### src/rtl/exec_pkg.sv
// Shared types and field map for the execute sequencer.
// Holds opcode/state enums, field LSBs and opcode class helpers.
package exec_pkg;

   localparam int DEF_DATA_W  = 8;
   localparam int DEF_REG_AW  = 3;
   localparam int DEF_INSTR_W = 16;

   localparam int OP_LSB  = 12;
   localparam int OP_MSB  = 15;
   localparam int RD_LSB  = 9;
   localparam int RS1_LSB = 6;
   localparam int RS2_LSB = 3;
   localparam int IMM_LSB = 0;

   typedef enum logic [3:0] {
      OP_NOP  = 4'h0,
      OP_ADD  = 4'h1,
      OP_SUB  = 4'h2,
      OP_AND  = 4'h3,
      OP_OR   = 4'h4,
      OP_XOR  = 4'h5,
      OP_MOV  = 4'h6,
      OP_LDI  = 4'h7,
      OP_SHL  = 4'h8,
      OP_SHR  = 4'h9,
      OP_HALT = 4'hF
   } opcode_e;

   typedef enum logic [2:0] {
      ST_IDLE = 3'd0,
      ST_READ = 3'd1,
      ST_EXEC = 3'd2,
      ST_WB   = 3'd3,
      ST_HALT = 3'd4
   } state_e;

   // Ops that need the register file read path.
   function automatic logic uses_rf(
      input logic [3:0] op
   );
      return op inside {
         OP_ADD, OP_SUB, OP_AND, OP_OR,
         OP_XOR, OP_MOV, OP_SHL, OP_SHR
      };
   endfunction

   function automatic logic is_illegal(
      input logic [3:0] op
   );
      return op inside {[4'hA:4'hE]};
   endfunction

endpackage

### src/rtl/exec_sequencer_alu8.sv
// Combinational ALU: {op, a, b} -> {y, c}.
// Ports: op (4b opcode), a/b operands, y result, c carry/borrow/shift-out.
module exec_sequencer_alu8
   import exec_pkg::*;
#(
   parameter int DATA_W = DEF_DATA_W
) (
   input  logic [3:0]        op,
   input  logic [DATA_W-1:0] a,
   input  logic [DATA_W-1:0] b,
   output logic [DATA_W-1:0] y,
   output logic              c
);

   logic [DATA_W:0] sum;

   assign sum = {1'b0, a} + {1'b0, b};

   always_comb begin
      y = '0;
      c = 1'b0;
      unique case (op)
         OP_ADD: begin
            y = sum[DATA_W-1:0];
            c = sum[DATA_W];
         end
         OP_SUB: begin
            y = a - b;
            c = (a < b);
         end
         OP_AND: y = a & b;
         OP_OR:  y = a | b;
         OP_XOR: y = a ^ b;
         OP_MOV: y = a;
         OP_SHL: begin
            y = {a[DATA_W-2:0], 1'b0};
            c = a[DATA_W-1];
         end
         OP_SHR: begin
            y = {1'b0, a[DATA_W-1:1]};
            c = a[0];
         end
         default: begin
            y = '0;
            c = 1'b0;
         end
      endcase
   end

endmodule

### src/rtl/exec_sequencer.sv
// Multi-cycle execute stage driving a registered-read register file.
// Ports: instr valid/ready in, rf a1/a2/rd1/rd2 read, a3/we3/wd3 write, flags, status pulses.
module exec_sequencer
   import exec_pkg::*;
#(
   parameter int DATA_W  = DEF_DATA_W,
   parameter int REG_AW  = DEF_REG_AW,
   parameter int INSTR_W = DEF_INSTR_W
) (
   input  logic               clk,
   input  logic               rst_n,
   input  logic               instr_valid,
   input  logic [INSTR_W-1:0] instr,
   output logic               instr_ready,
   output logic [REG_AW-1:0]  rf_a1,
   output logic [REG_AW-1:0]  rf_a2,
   input  logic [DATA_W-1:0]  rf_rd1,
   input  logic [DATA_W-1:0]  rf_rd2,
   output logic [REG_AW-1:0]  rf_a3,
   output logic               rf_we3,
   output logic [DATA_W-1:0]  rf_wd3,
   output logic               flag_z,
   output logic               flag_c,
   output logic               busy,
   output logic               instr_done,
   output logic               illegal,
   output logic               halted
);

   state_e              state;
   state_e              nstate;
   logic [INSTR_W-1:0]  ir;
   logic [DATA_W-1:0]   res;
   logic                fz;
   logic                fc;

   logic [3:0]          new_op;
   logic [3:0]          cur_op;
   logic                accept;
   logic                quick;
   logic [DATA_W-1:0]   alu_y;
   logic                alu_c;
   logic                unused_ir;

   assign new_op = instr[OP_LSB +: 4];
   assign cur_op = ir[OP_LSB +: 4];
   assign accept = instr_valid
                 & (state == ST_IDLE);

   // Ops that finish in the accept cycle itself.
   assign quick = (new_op == OP_NOP)
                | is_illegal(new_op)
                | (new_op == OP_HALT);

   // Immediate is taken straight from the bus.
   assign unused_ir = ^ir[RS2_LSB-1:0];

   exec_sequencer_alu8 #(
      .DATA_W (DATA_W)
   ) u_alu (
      .op (cur_op),
      .a  (rf_rd1),
      .b  (rf_rd2),
      .y  (alu_y),
      .c  (alu_c)
   );

   always_comb begin
      nstate = state;
      unique case (state)
         ST_IDLE: begin
            if (instr_valid) begin
               unique case (1'b1)
                  uses_rf(new_op):
                     nstate = ST_READ;
                  (new_op == OP_LDI):
                     nstate = ST_WB;
                  (new_op == OP_HALT):
                     nstate = ST_HALT;
                  default:
                     nstate = ST_IDLE;
               endcase
            end
         end
         ST_READ: nstate = ST_EXEC;
         ST_EXEC: nstate = ST_WB;
         ST_WB:   nstate = ST_IDLE;
         ST_HALT: nstate = ST_HALT;
         default: nstate = ST_IDLE;
      endcase
   end

   always_ff @(posedge clk or negedge rst_n) begin
      if (!rst_n) begin
         state <= ST_IDLE;
         ir    <= '0;
         res   <= '0;
         fz    <= 1'b0;
         fc    <= 1'b0;
      end else begin
         state <= nstate;
         if (accept) begin
            ir <= instr;
         end
         if (accept && (new_op == OP_LDI)) begin
            res <= instr[IMM_LSB +: DATA_W];
         end
         if (state == ST_EXEC) begin
            res <= alu_y;
            fz  <= (alu_y == '0);
            fc  <= alu_c;
         end
      end
   end

   assign instr_ready = (state == ST_IDLE);
   assign busy        = (state != ST_IDLE);
   assign rf_we3      = (state == ST_WB);
   assign halted      = (state == ST_HALT);
   assign instr_done  = (state == ST_WB)
                      | (accept & quick);
   assign illegal     = accept
                      & is_illegal(new_op);

   assign rf_a1  = ir[RS1_LSB +: REG_AW];
   assign rf_a2  = ir[RS2_LSB +: REG_AW];
   assign rf_a3  = ir[RD_LSB +: REG_AW];
   assign rf_wd3 = res;
   assign flag_z = fz;
   assign flag_c = fc;

endmodule

### config.mk
export PLATFORM = sky130hd
export DESIGN_NAME = exec_sequencer
export DESIGN_NICKNAME = d
export VERILOG_FILES = /design/src/rtl/exec_pkg.sv /design/src/rtl/exec_sequencer_alu8.sv /design/src/rtl/exec_sequencer.sv
export SDC_FILE = /design/constraint.sdc
export NUM_CORES = 1
export LEC_CHECK = 0
export BUFFER_PORTS_ARGS = -buffer_cell sky130_fd_sc_hd__buf_4
export CAP_MARGIN = 25
export CORE_MARGIN = 1.5
export CORE_UTILIZATION = 56
export DETAILED_ROUTE_END_ITERATION = 7
export GPL_ROUTABILITY_DRIVEN = 0
export PLACE_DENSITY = 0.92
export SYNTH_ARGS = -nofsm -noshare
export SYNTH_HDL_FRONTEND = slang
export SYNTH_HIERARCHICAL = 1
export SYNTH_SLANG_ARGS = --single-unit
### constraint.sdc
create_clock -name clk -period 2.1 [get_ports clk]
set_input_delay 0.105 -clock clk [delete_from_list [all_inputs] [get_ports clk]]
set_output_delay 0.105 -clock clk [all_outputs]
set_load 0.02 [all_outputs]
# Yosys cells after proc, flatten, opt, wreduce, memory -nomap -nowiden
# Index checks and enable logic that the tools add are counted.
word_totals:
  ff_bits: 29
  inputBits: 35
  output_inout_bits: 25
classes:
  addsub: 2
  n_lt_le_gt_ge: 3
  n_eq_ne: 23
  muxes: 7
  n_bitwise: 9
  n_reduce_logical: 8
ops:
  columns: ["cell", "n"]
  rows:
  - ["$pmux W8 S8", 1]
  - ["$eq A4 B3 Y1 const B", 7]
  - ["$eq A4 B4 Y1 const B", 5]
  - ["$eq A4 B2 Y1 const B", 4]
  - ["$mux W8", 2]
  - ["$pmux W3 S4", 1]
  - ["$add A8 B8 Y9", 1]
  - ["$pmux W3 S3", 1]
  - ["$and A8 B8 Y8", 1]
  - ["$eq A4 B1 Y1 const B", 2]
  - ["$logic_not A8 Y1", 1]
  - ["$lt A8 B8 Y1", 1]
  - ["$or A8 B8 Y8", 1]
  - ["$reduce_bool A8 Y1", 1]
  - ["$sub A8 B8 Y8", 1]
  - ["$xor A8 B8 Y8", 1]
  - ["$eq A3 B2 Y1 const B", 2]
  - ["$ge A4 B4 Y1 const B", 1]
  - ["$le A4 B4 Y1 const B", 1]
  - ["$logic_not A4 Y1", 1]
  - ["$pmux W1 S4", 1]
  - ["$and A1 B1 Y1", 3]
  - ["$eq A3 B1 Y1 const B", 1]
  - ["$eq A3 B3 Y1 const B", 1]
  - ["other kinds (7)", 10]

# Depth between registers and ports, before layout
# Gate-level depths: netlist (run 1).
depth:
  depth_word: 6
  mapped_depth: 11
  ltp_nobuf: 11

# Hierarchy
# Netlist (run 1), hierarchy kept.
by_module_without_submodules:
  columns: ["mod", "n_inst", "cells_per_inst", "area_per_inst_um2", "seq_area_each_um2"]
  rows:
  - ["exec_sequencer_alu8", 1, 211, 1470.2, 0.0]
  - ["exec_sequencer", 1, 130, 1371.3, 650.6]

# Worst setup path after synthesis (run 1)
# Ideal clock, no wire load.
synth_path:
  kind: "input-to-reg"
  start: "input rf_rd1[1]"
  end: "register fz (netlist: flag_z)"
  setup_ns: 0.077
  arrival_time_ns: 2.157
  slack_ns: -0.134
  cell_stages: 10
  cell_sequence: "inv_1 > ha_1 > or2_2 > a221oi_1 > mux2_2 > nor4_1 > o21ai_0 > nor4_1 > nand2_1 > o21ai_1"
synth_via:
  elab_chain_cells: 3
  elab_cells_between_ends: 7
synth_lines:
  columns: ["element", "line_no", "source"]
  rows:
  - ["from (decl)", "exec_sequencer.sv:17", "input logic [DATA_W-1:0] rf_rd1,"]
  - ["$sub A8 B8 Y8 / $add A8 B8 Y9 (equally long branches)", "exec_sequencer_alu8.sv:28, exec_sequencer_alu8.sv:17", null]
  - ["$pmux W8 S8 (*)", "exec_sequencer_alu8.sv:22", "unique case (op)"]
  - ["net alu_y[5]", "exec_sequencer.sv:41", "logic [DATA_W-1:0] alu_y;"]
  - ["$logic_not A8 Y1 (*)", "exec_sequencer.sv:110", "fz <= (alu_y == '0);"]
  - ["to (signal assigned)", "exec_sequencer.sv:110", null]
  - ["to (decl)", "exec_sequencer.sv:34", "logic fz;"]
# The timed path passes the listed nets; every way through them passes the cells marked *.
# A chain may end at the register's enable or synchronous reset.

# Final worst setup path (run 1)
layout_path:
  start: "register ir[12]"
  end: "register res[5] (netlist: rf_wd3[5])"
layout_via:
  elab_chain_cells: 3
  elab_cells_between_ends: 10
layout_lines:
  columns: ["element", "line_no", "source"]
  rows:
  - ["from (decl)", "exec_sequencer.sv:32", "logic [INSTR_W-1:0] ir;"]
  - ["from (signal assigned)", "exec_sequencer.sv:103", "ir <= instr;"]
  - ["$eq A4 B4 Y1 (tied with other cells)", "exec_sequencer_alu8.sv:22", null]
  - ["$pmux W8 S8 (*)", "exec_sequencer_alu8.sv:22", null]
  - ["net alu_y[5]", "exec_sequencer.sv:41", null]
  - ["$mux W8 (*)", "exec_sequencer.sv:108", "if (state == ST_EXEC) begin"]
  - ["to (signal assigned)", "exec_sequencer.sv:106", "res <= instr[IMM_LSB +: DATA_W];"]
  - ["to (signal assigned)", "exec_sequencer.sv:109", "res <= alu_y;"]
  - ["to (decl)", "exec_sequencer.sv:33", "logic [DATA_W-1:0] res;"]
# Marked as above.

==> flow_metrics.py, run 1 <==
metrics = {
    "clocking": {
        "root_buffer": "clkbuf_8",
        "cts.path.max_buffers": 2,
        "htreeDepth": 1,
        "clkLatencyLatePin_ns": 0.28,
        "cts_tree": "done",
        "cts_made_buffers": 3,
        "clkSinkCount": 26,
        "clk_pin_slew_ns": 0.09,
    },
    "synth": {
        "synth_cells": 341,
        "synth.avg_cell_area_um2": 8.333,
        "synthFlopType": "dfrtp_1",
        "ys_seq_area_share_pct": 22.90,
        "yosysTopAreaCell": "dfrtp_1",
        "synth.cell_area_um2": 2841,
        "yosysUniqueCellTypes": 65,
        "synth_nets": 402,
        "ys_seq_elements": 26,
        "async_reset_ff_share_pct": 100.0,
        "ys_warn_count": 6,
        "synthTopCellsByArea": "dfrtp_1 (23%), ha_1 (11%), mux2_4 (3.7%), o21ai_0 (3.3%), inv_1 (3.3%)",
        "synth_edf_count": 0,
        "yosysTopAreaCellShare_pct": 22.90,
    },
    "sta": {
        "holdWs_ns": 0.05303,
        "fin_skew_ns": 0.005161,
        "slew_violations": 0,
        "clock.fmax_ghz": 0.4481,
        "worst_slack_ns": -0.1316,
        "fin_crit_sh_pct": 106.3,
        "tightest_slew_ns": 0.5738,
        "period_needed_ns": 2.232,
        "hold_violations": 0,
        "relSlewSlack_pct": 61.61,
        "setup_viol": 3,
        "rsz0062_at_grt": "true",
    },
    "run": {
        "cap_violations": 0,
    },
    "critical_path": {
        "r2r_slack_ns": -0.13,
        "critPathCaptureType": "register",
        "path_class": "register to register",
        "max_stage_delay_ns": 0.66,
        "worstPathArrival_ns": 2.42,
        "crit_family": "simple AND/OR/NAND/NOR gates",
        "crit_path_start_kind": "register",
        "critPathBufInv": 1,
        "required_ns": 2.28,
        "path_cells": "or4b_4 -> nor4_2 -> mux2_4 -> nor4_4 -> o21ai_2 -> buf_4 -> o22ai_1 -> nor3_1",
        "critPathMaxFanout": 9,
        "critPathSlowestCell": "or4b_4",
    },
    "pwr": {
        "p_int_mw": 2.456,
        "netSwitchingFraction_pct": 48.19,
        "seq_power_share_pct": 21.1,
        "powerDensity_nw_per_um2": 1255,
        "p_leak_nw": 1.731,
        "vdd_drop_max_mv": 0.6730,
        "power_frac_comb_pct": 72.0,
        "p_sw_mw": 2.285,
        "power_mw": 4.741,
        "clkPwrFrac_pct": 6.9,
    },
    "route": {
        "via_count": 3290,
        "drc": 0,
        "drt_iter0_markers": 599,
        "wl_per_cell_um": 19.20,
        "antenna_left": 0,
        "totalWireLength_mm": 9.407,
        "dr.pass1.iters": 5,
        "vias_per_cell": 6.714,
    },
    "grt": {
        "grtUsageTotal_pct": 30.38,
        "grt_remaining_overflow": 0,
        "grt_max_degree": 27,
        "grt_pass1_wl_mm": 13.01,
        "grt_pass1_vias": 2836,
        "antenna_found_initial": 0,
    },
    "floorplan": {
        "start_util_pct": 58.99,
        "num_rows": 25,
        "die_y_um": 74.23,
        "io_pins": 60,
        "die_w_um": 74.23,
        "die_area_um2": 5510,
        "core_area_um2": 4817,
    },
    "outcome": {
        "violations": "negative setup slack",
        "status": "finished with violations",
    },
    "layout": {
        "antennaDiodeCount": 0,
        "drive_gt1_share_pct": 36.41,
        "areaGrowthSynthToFinish_pct": 32.89,
        "nNetsFinal": 485,
    },
    "placement": {
        "dp_slack_ns": -0.3648,
        "io_buffers": 59,
        "dp_hpwl_mm": 6.379,
    },
    "hold_path": {
        "min_path_type": "input pin to register",
    },
}
routing by layer:
layer  global-route usage, %  share of wire, %  vias up
li1                        -                 -     1415
met1                   41.48                38     1512
met2                   48.41                46      289
met3                   4.607                11       74
met4                   12.12               4.8        0
met5                       0                 0        -
per-stage QoR:
stage | area, µm² | setup TNS (ns) | util, % | instances
after global placement | 3536 | -0.5783 | 73.40 | 479
after detailed placement | 3536 | -1.024 | 73.40 | 479
final | 3776 | -0.2292 | 78.39 | 490
after CTS | 3620 | 0 | 75.14 | 485
after global routing | 3776 | -0.4536 | 78.39 | 490
after floorplan | 2868 | 0 | - | 341
Yosys cell counts (9+ instances only):
cell	number
a21oi_1	15
buf_4	9
clkbuf_1	11
dfrtp_1	26
ha_1	24
inv_1	25
nand2_1	10
nor2_1	25
nor2b_1	9
nor3_1	16
nor4_1	13
o21a_1	9
o21ai_0	19
o22ai_1	14
path summary, 6_finish.rpt:
path | start | end | depth (start not counted)
setup / recovery | ir[12] | rf_wd3[5] | 8
hold / removal | instr[11] | ir[11] | 2
setup reg to reg | ir[12] | rf_wd3[5] | 8
hold reg to reg | ir[6] | ir[6] | 1
max in group asynchronous | rst_n | ir[15] | 2
min in group asynchronous | rst_n | ir[8] | 2
timing repair:
item,CTS,global route
pin swaps,1,14
hold buffers,1,0
endpoints found under the hold margin,26,0
resized for setup,2,26
setup buffers,1,5
setup endpoints to repair,3,6
gates cloned,0,0
power groups by stage:
stage | sequential, mW | clock [mW] | combinational, mW
after detailed placement | 0.978 | 0 | 3.00
after floorplan | 1.00 | 0 | 2.05
final | 1.00 | 0.328 | 3.41
after global routing | 1.02 | 0.350 | 3.60
after global placement | 0.962 | 0 | 2.90
after CTS | 0.965 | 0.326 | 3.06
cell type report:
class | count | area, µm²
Clock buffer | 4 | 55.05
Timing Repair Buffer | 111 | 862.1
Fill cell | 307 | 1041
Multi-Input combinational cell | 257 | 2024
Sequential cell | 26 | 653.1
Tap cell | 67 | 83.83
Inverter | 25 | 97.59
registers in the layout, summed over array words and instances, names as in the netlist:
signal	count
ir	13
rf_wd3	8
state	3
flag_c	1
flag_z	1
placed cells by master, fill, tap and decap left out, drive strengths merged, types with 2 or more instances in the layout:
cell type / n
nor2: 25
a22o: 2
or4b: 2
a22oi: 5
dfrtp: 26
or3: 4
fa: 2
a21oi: 15
o22ai: 14
o221ai: 2
a21boi: 2
nand2: 10
nand3: 6
ha: 24
mux2: 14
a221oi: 4
o21bai: 2
nor3: 16
nor3b: 2
nor4b: 4
inv: 24
a32oi: 3
buf: 110
a21o: 2
clkbuf: 4
o31ai: 2
a2bb2oi: 2
a31oi: 5
o21ai: 22
or4: 2
nor2b: 9
nand4b: 2
nand2b: 5
nor4: 13
o21a: 9
o221a: 2
a211oi: 2
o22a: 2
and3b: 2
kinds of logic after synthesis:
group                    after synthesis  synth area share [%]
AND/OR/NAND/NOR                      110                 22.72
AO/OA/AOI/OAI                        105                 25.05
buffers and inverters                 58                 10.22
adder cells (fa/ha/maj)               26                 11.98
flip-flops                            26                 22.90
multiplexers                          15                 6.825
XOR/XNOR                               1                0.3083
Note: power is estimated with default switching activity, not from simulation.
==> run 2: changes to the inputs <==
Clock period 2.1 ns to 2.26 ns, I/O delays scaled along.
==> run 2 against run 1 <==
The flow still finishes with violations (negative setup slack). Largest cell class unchanged. Final area shrank 4.9%. Cell count shrank 2.9%. First-iteration DRC count shrank 34%. Count of clock-buffer cells in the layout shrank 1. Die area is the same. Utilization shrank 3.9 points. Combinational power shrank 13%. Non-clock buffer count shrank 14. Largest power group unchanged. Clock power grew 17%.
==> flow_metrics.py, run 2 (same netlist as run 1, synthesis figures left out) <==
metrics = {
    "route": {
        "drt_iter0_markers": 395,
        "drc": 0,
        "dr.pass1.iters": 7,
        "totalWireLength_mm": 8.586,
        "wl_per_cell_um": 18.04,
        "vias_per_cell": 6.580,
        "via_count": 3132,
        "antenna_left": 0,
    },
    "clocking": {
        "clkLatencyLatePin_ns": 0.27,
        "root_buffer": "clkbuf_8",
        "cts.path.max_buffers": 2,
        "htreeDepth": 1,
        "cts_made_buffers": 3,
        "clk_pin_slew_ns": 0.09,
        "clkSinkCount": 26,
        "cts_tree": "done",
    },
    "layout": {
        "final_common_cell": "buf_4",
        "layout_common_cells": "buf_4 (95), inv_1 (25), nor2_1 (25), dfrtp_1 (25), ha_1 (24)",
        "fillers": 355,
        "fin_cells": 476,
        "drive_gt1_share_pct": 32.27,
        "regMostFlops": "ir",
        "antennaDiodeCount": 0,
        "final_core_util_pct": 74.52,
        "largest_reg_flops": 13,
        "nNetsFinal": 471,
        "areaGrowthSynthToFinish_pct": 26.33,
    },
    "grt": {
        "grt_max_degree": 27,
        "antenna_found_initial": 0,
        "use_met3_pct": 4.336,
        "globalRouteMet1Util_pct": 40.15,
        "grt-busiest-layer": "met2",
        "grt_pass1_vias": 2784,
        "grt_pass1_wl_mm": 12.89,
        "grt_remaining_overflow": 0,
        "grtUsageTotal_pct": 29.94,
        "use_met2_pct": 50.10,
    },
    "critical_path": {
        "critPathMaxFanout": 9,
        "critPathCaptureType": "register",
        "path_class": "register to register",
        "worstPathArrival_ns": 2.51,
        "required_ns": 2.44,
        "critPathBufInv": 1,
        "r2r_cells": 7,
        "max_stage_delay_ns": 0.49,
        "crit_top_cell": "o21ai_0",
        "r2r_slack_ns": -0.07,
        "crit_family": "compound AO/OA/AOI/OAI gates",
        "timing.rr.start": "ir[14]",
        "critPathSlowestCell": "dfrtp_1",
        "path_cells": "buf_4 -> nor2b_1 -> a22o_1 -> o21ai_0 -> o21ai_0 -> o22ai_1 -> nor3_1",
        "crit_path_start_kind": "register",
        "worstReg2RegEnd": "rf_wd3[0]",
    },
    "floorplan": {
        "num_rows": 25,
        "io_pins": 60,
        "die_y_um": 74.23,
        "core_area_um2": 4817,
        "die_area_um2": 5510,
        "die_w_um": 74.23,
        "start_util_pct": 58.99,
    },
    "hold_path": {
        "worstHoldStart": "instr[11]",
        "hold_path_end": "ir[11]",
        "hold_depth": 2,
        "min_path_type": "input pin to register",
    },
    "pwr": {
        "p_leak_nw": 1.656,
        "vdd_drop_max_mv": 0.5923,
        "powerDensity_nw_per_um2": 1193,
        "power_mw": 4.281,
    },
    "sta": {
        "fin_crit_sh_pct": 103.0,
        "slew_violations": 0,
        "worst_slack_ns": -0.06879,
        "setup_viol": 2,
        "tightest_slew_ns": 0.5612,
        "clock.fmax_ghz": 0.4294,
        "hold_violations": 0,
        "relSlewSlack_pct": 62.19,
        "rsz0062_at_grt": "true",
        "period_needed_ns": 2.329,
        "fin_skew_ns": 0.006019,
    },
    "placement": {
        "io_buffers": 59,
        "dp_hpwl_mm": 6.141,
        "dp_slack_ns": -0.2852,
        "dp_cells": 468,
    },
    "outcome": {
        "status": "finished with violations",
        "violations": "negative setup slack",
    },
    "run": {
        "cap_violations": 0,
    },
}
[run 2: worst max-delay path by stage]
stage                    from         to  slack, ns  cells past startpoint
floorplan           rf_rd1[1]     flag_z       0.02                     10
global placement    rf_rd1[1]     flag_z      -0.17                     11
detailed placement  rf_rd1[1]     flag_z      -0.29                     11
CTS                    ir[12]  rf_wd3[5]       0.03                      8
global route           ir[14]  rf_wd3[5]      -0.20                      8
finish                 ir[14]  rf_wd3[0]      -0.07                      7
[run 2: layout make-up]
| type | instances | area [µm²] | area share (%) |
|---|---|---|---|
| multi-input cells | 257 | 1954 | 54.44 |
| inverters | 25 | 93.84 | 2.614 |
| well taps | 67 | 83.83 | 2.335 |
| clock buffers | 3 | 41.29 | 1.150 |
| repair buffers | 97 | 734.5 | 20.46 |
| flip-flops and latches | 26 | 651.9 | 18.16 |
| clock inverters | 1 | 30.03 | 0.8365 |
[run 2: repair_timing]
action | 4_1_cts | 5_1_grt
gates resized for setup | 1 | 11
hold endpoints to repair | 26 | 0
buffers inserted | 0 | 3
hold buffers | 1 | 0
pin swaps | 0 | 5
endpoints found under the setup margin | 2 | 4
gates cloned | 0 | 0
[run 2: power by group]
group          leakage [nW]  internal (mW)  switching, mW  total [mW]
clock network        0.0357          0.237          0.147       0.384
logic                  1.31           1.35           1.63        2.98
registers             0.311          0.696          0.221       0.917
[run 2: through the flow]
stage	TNS [ns]	hold WS, ns	instance area [µm²]
finish	-0.1242	0.06523	3590
global route	-0.3295	0.06005	3590
global placement	-0.4472	0.03355	3427
detailed placement	-0.8169	0.03594	3427
CTS	0	0.06508	3515
floorplan	0	-0.1826	2841
[run 2: per-layer routing]
metal	up-vias	part of all wire, %
met5	-	0
met4	0	3.3
met3	38	10
met2	234	48
met1	1464	38
li1	1396	-
==> run 3: changes to the inputs <==
Settings changed: GPL_TIMING_DRIVEN set to 0.
==> run 3 against run 2 <==
The flow now finishes without violations. Clock skew is 0.0027 ns lower. Critical endpoint is now flag_z. Routed wire length is 0.49% lower. Maximum frequency is 4.8% higher. Sequential share of layout area hardly changed. Count of clock-buffer cells in the layout stayed put. Largest power group unchanged.
==> flow_metrics.py, run 3 (same netlist as run 1, synthesis figures left out) <==
metrics = {
    "critical_path": {
        "worstPathArrival_ns": 2.42,
        "path_cells": "buf_4 -> inv_2 -> ha_4 -> or2_2 -> a221oi_4 -> mux2_2 -> nor4_1 -> o21ai_1 -> nor4_2 -> nand2_1 -> o21ai_1",
        "crit_path_start_kind": "input pin",
        "critPathSlowestCell": "mux2_2",
        "path_class": "input pin to register",
        "critPathMaxFanout": 5,
        "required_ns": 2.46,
        "max_stage_delay_ns": 0.37,
        "critPathCaptureType": "register",
        "crit_top_cell": "o21ai_1",
    },
    "clocking": {
        "cts_tree": "done",
        "htreeDepth": 1,
        "cts_made_buffers": 3,
        "clkSinkCount": 26,
        "cts.path.max_buffers": 2,
        "clk_pin_slew_ns": 0.09,
        "root_buffer": "clkbuf_8",
        "clkLatencyLatePin_ns": 0.28,
    },
    "layout": {
        "drive_gt1_share_pct": 31.95,
        "areaGrowthSynthToFinish_pct": 26.64,
        "layout_common_cells": "buf_4 (75), nor2_1 (25), dfrtp_1 (25), inv_1 (23), ha_1 (23)",
        "antennaDiodeCount": 0,
        "final_common_cell": "buf_4",
        "fin_cells": 477,
        "final_core_util_pct": 74.70,
        "regMostFlops": "ir",
        "nNetsFinal": 473,
        "largest_reg_flops": 13,
    },
    "floorplan": {
        "die_w_um": 74.23,
        "die_y_um": 74.23,
        "start_util_pct": 58.99,
        "io_pins": 60,
        "num_rows": 25,
        "core_area_um2": 4817,
        "die_area_um2": 5510,
    },
    "sta": {
        "rsz0062_at_grt": "true",
        "fin_crit_sh_pct": 98.28,
        "relSlewSlack_pct": 62.86,
        "hold_violations": 0,
        "clock.fmax_ghz": 0.4502,
        "tightest_slew_ns": 0.5550,
        "period_needed_ns": 2.221,
        "slew_violations": 0,
        "setup_viol": 0,
        "fin_skew_ns": 0.003351,
    },
    "grt": {
        "antenna_found_initial": 0,
        "grtUsageTotal_pct": 29.49,
        "grt_max_degree": 27,
        "grt_pass1_wl_mm": 12.74,
        "grt_pass1_vias": 2809,
        "grt_remaining_overflow": 0,
    },
    "route": {
        "wl_per_cell_um": 17.91,
        "vias_per_cell": 6.507,
        "totalWireLength_mm": 8.544,
        "drt_iter0_markers": 381,
        "via_count": 3104,
        "drc": 0,
        "dr.pass1.iters": 6,
        "antenna_left": 0,
    },
    "placement": {
        "io_buffers": 59,
        "dp_cells": 467,
        "dp_hpwl_mm": 6.120,
    },
    "pwr": {
        "powerDensity_nw_per_um2": 1184,
        "vdd_drop_max_mv": 0.6486,
        "p_leak_nw": 1.628,
    },
    "run": {
        "cap_violations": 0,
    },
    "outcome": {
        "status": "finished clean",
    },
    "hold_path": {
        "min_path_type": "input pin to register",
    },
}
## run 3: changes by cell type in the layout (fill, tap and decap cells not counted), sizes merged
cell / previous run / this run
buf: 96 / 86
clkbuf: 3 / 15
bufinv: 1 / 0
## run 3: power breakdown
group,leakage [nW],switching (mW),internal [mW]
logic,1.30,1.70,1.41
registers,0.311,0.185,0.696
clock network,0.0216,0.145,0.120
## run 3: final timing paths
| check | from | endpoint | slack, ns | cells after the start |
|---|---|---|---|---|
| setup / recovery | rf_rd1[1] | flag_z | 0.04 | 11 |
| hold / removal | instr[10] | ir[10] | 0.07 | 2 |
| setup reg to reg | ir[14] | rf_wd3[5] | 0.04 | 9 |
| hold reg to reg | ir[6] | ir[6] | 0.52 | 1 |
| max in group asynchronous | rst_n | ir[12] | 1.70 | 2 |
| min in group asynchronous | rst_n | ir[7] | 0.29 | 2 |
## run 3: stage by stage
stage	power [mW]	hold slack (ns)	setup WS, ns	TNS (ns)	cell area [µm²]
after floorplan	2.828	-0.1826	0.01844	0	2841
after global placement	3.571	0.03228	-0.6137	-1.599	3368
after detailed placement	3.673	0.04389	-0.5882	-1.685	3368
after CTS	4.017	0.07184	-0.04300	-0.04300	3470
after global routing	4.510	0.06273	-0.09140	-0.1575	3598
final	4.260	0.07001	0.03893	0	3598
## run 3: repair_timing
item	4_1_cts	5_1_grt
setup buffers	1	6
endpoints found under the setup margin	3	7
hold buffers	1	0
cloned	0	0
endpoints found under the hold margin	26	0
gates resized for setup	9	21
pin swaps	1	6
## run 3: area by class of cell
class	instances	area, µm²
sequential	26	651.9
clock buffer	3	41.29
tap	67	83.83
multi-input combinational	257	2013
timing repair buffer	67	505.5
buffer	32	209.0
fill	371	1219
inverter	25	93.84
## run 3: routing by layer
metal	wire, µm	part of all wire [%]	track usage [%]	vias to the layer above
met4	378	4.4	10.91	0
met2	3935	46	48.31	209
met3	792	9.3	5.420	57
met1	3438	40	38.90	1441
met5	0	0	0	-
li1	-	-	-	1397
## run 3: critical path: cells and delay by family
kind | cells | cell delay (ns)
AND/OR/NAND/NOR | 4 | 0.84
buffers and inverters | 2 | 0.26
multiplexers | 1 | 0.37
AO/OA/AOI/OAI | 3 | 0.61
adder cells (fa/ha/maj) | 1 | 0.23
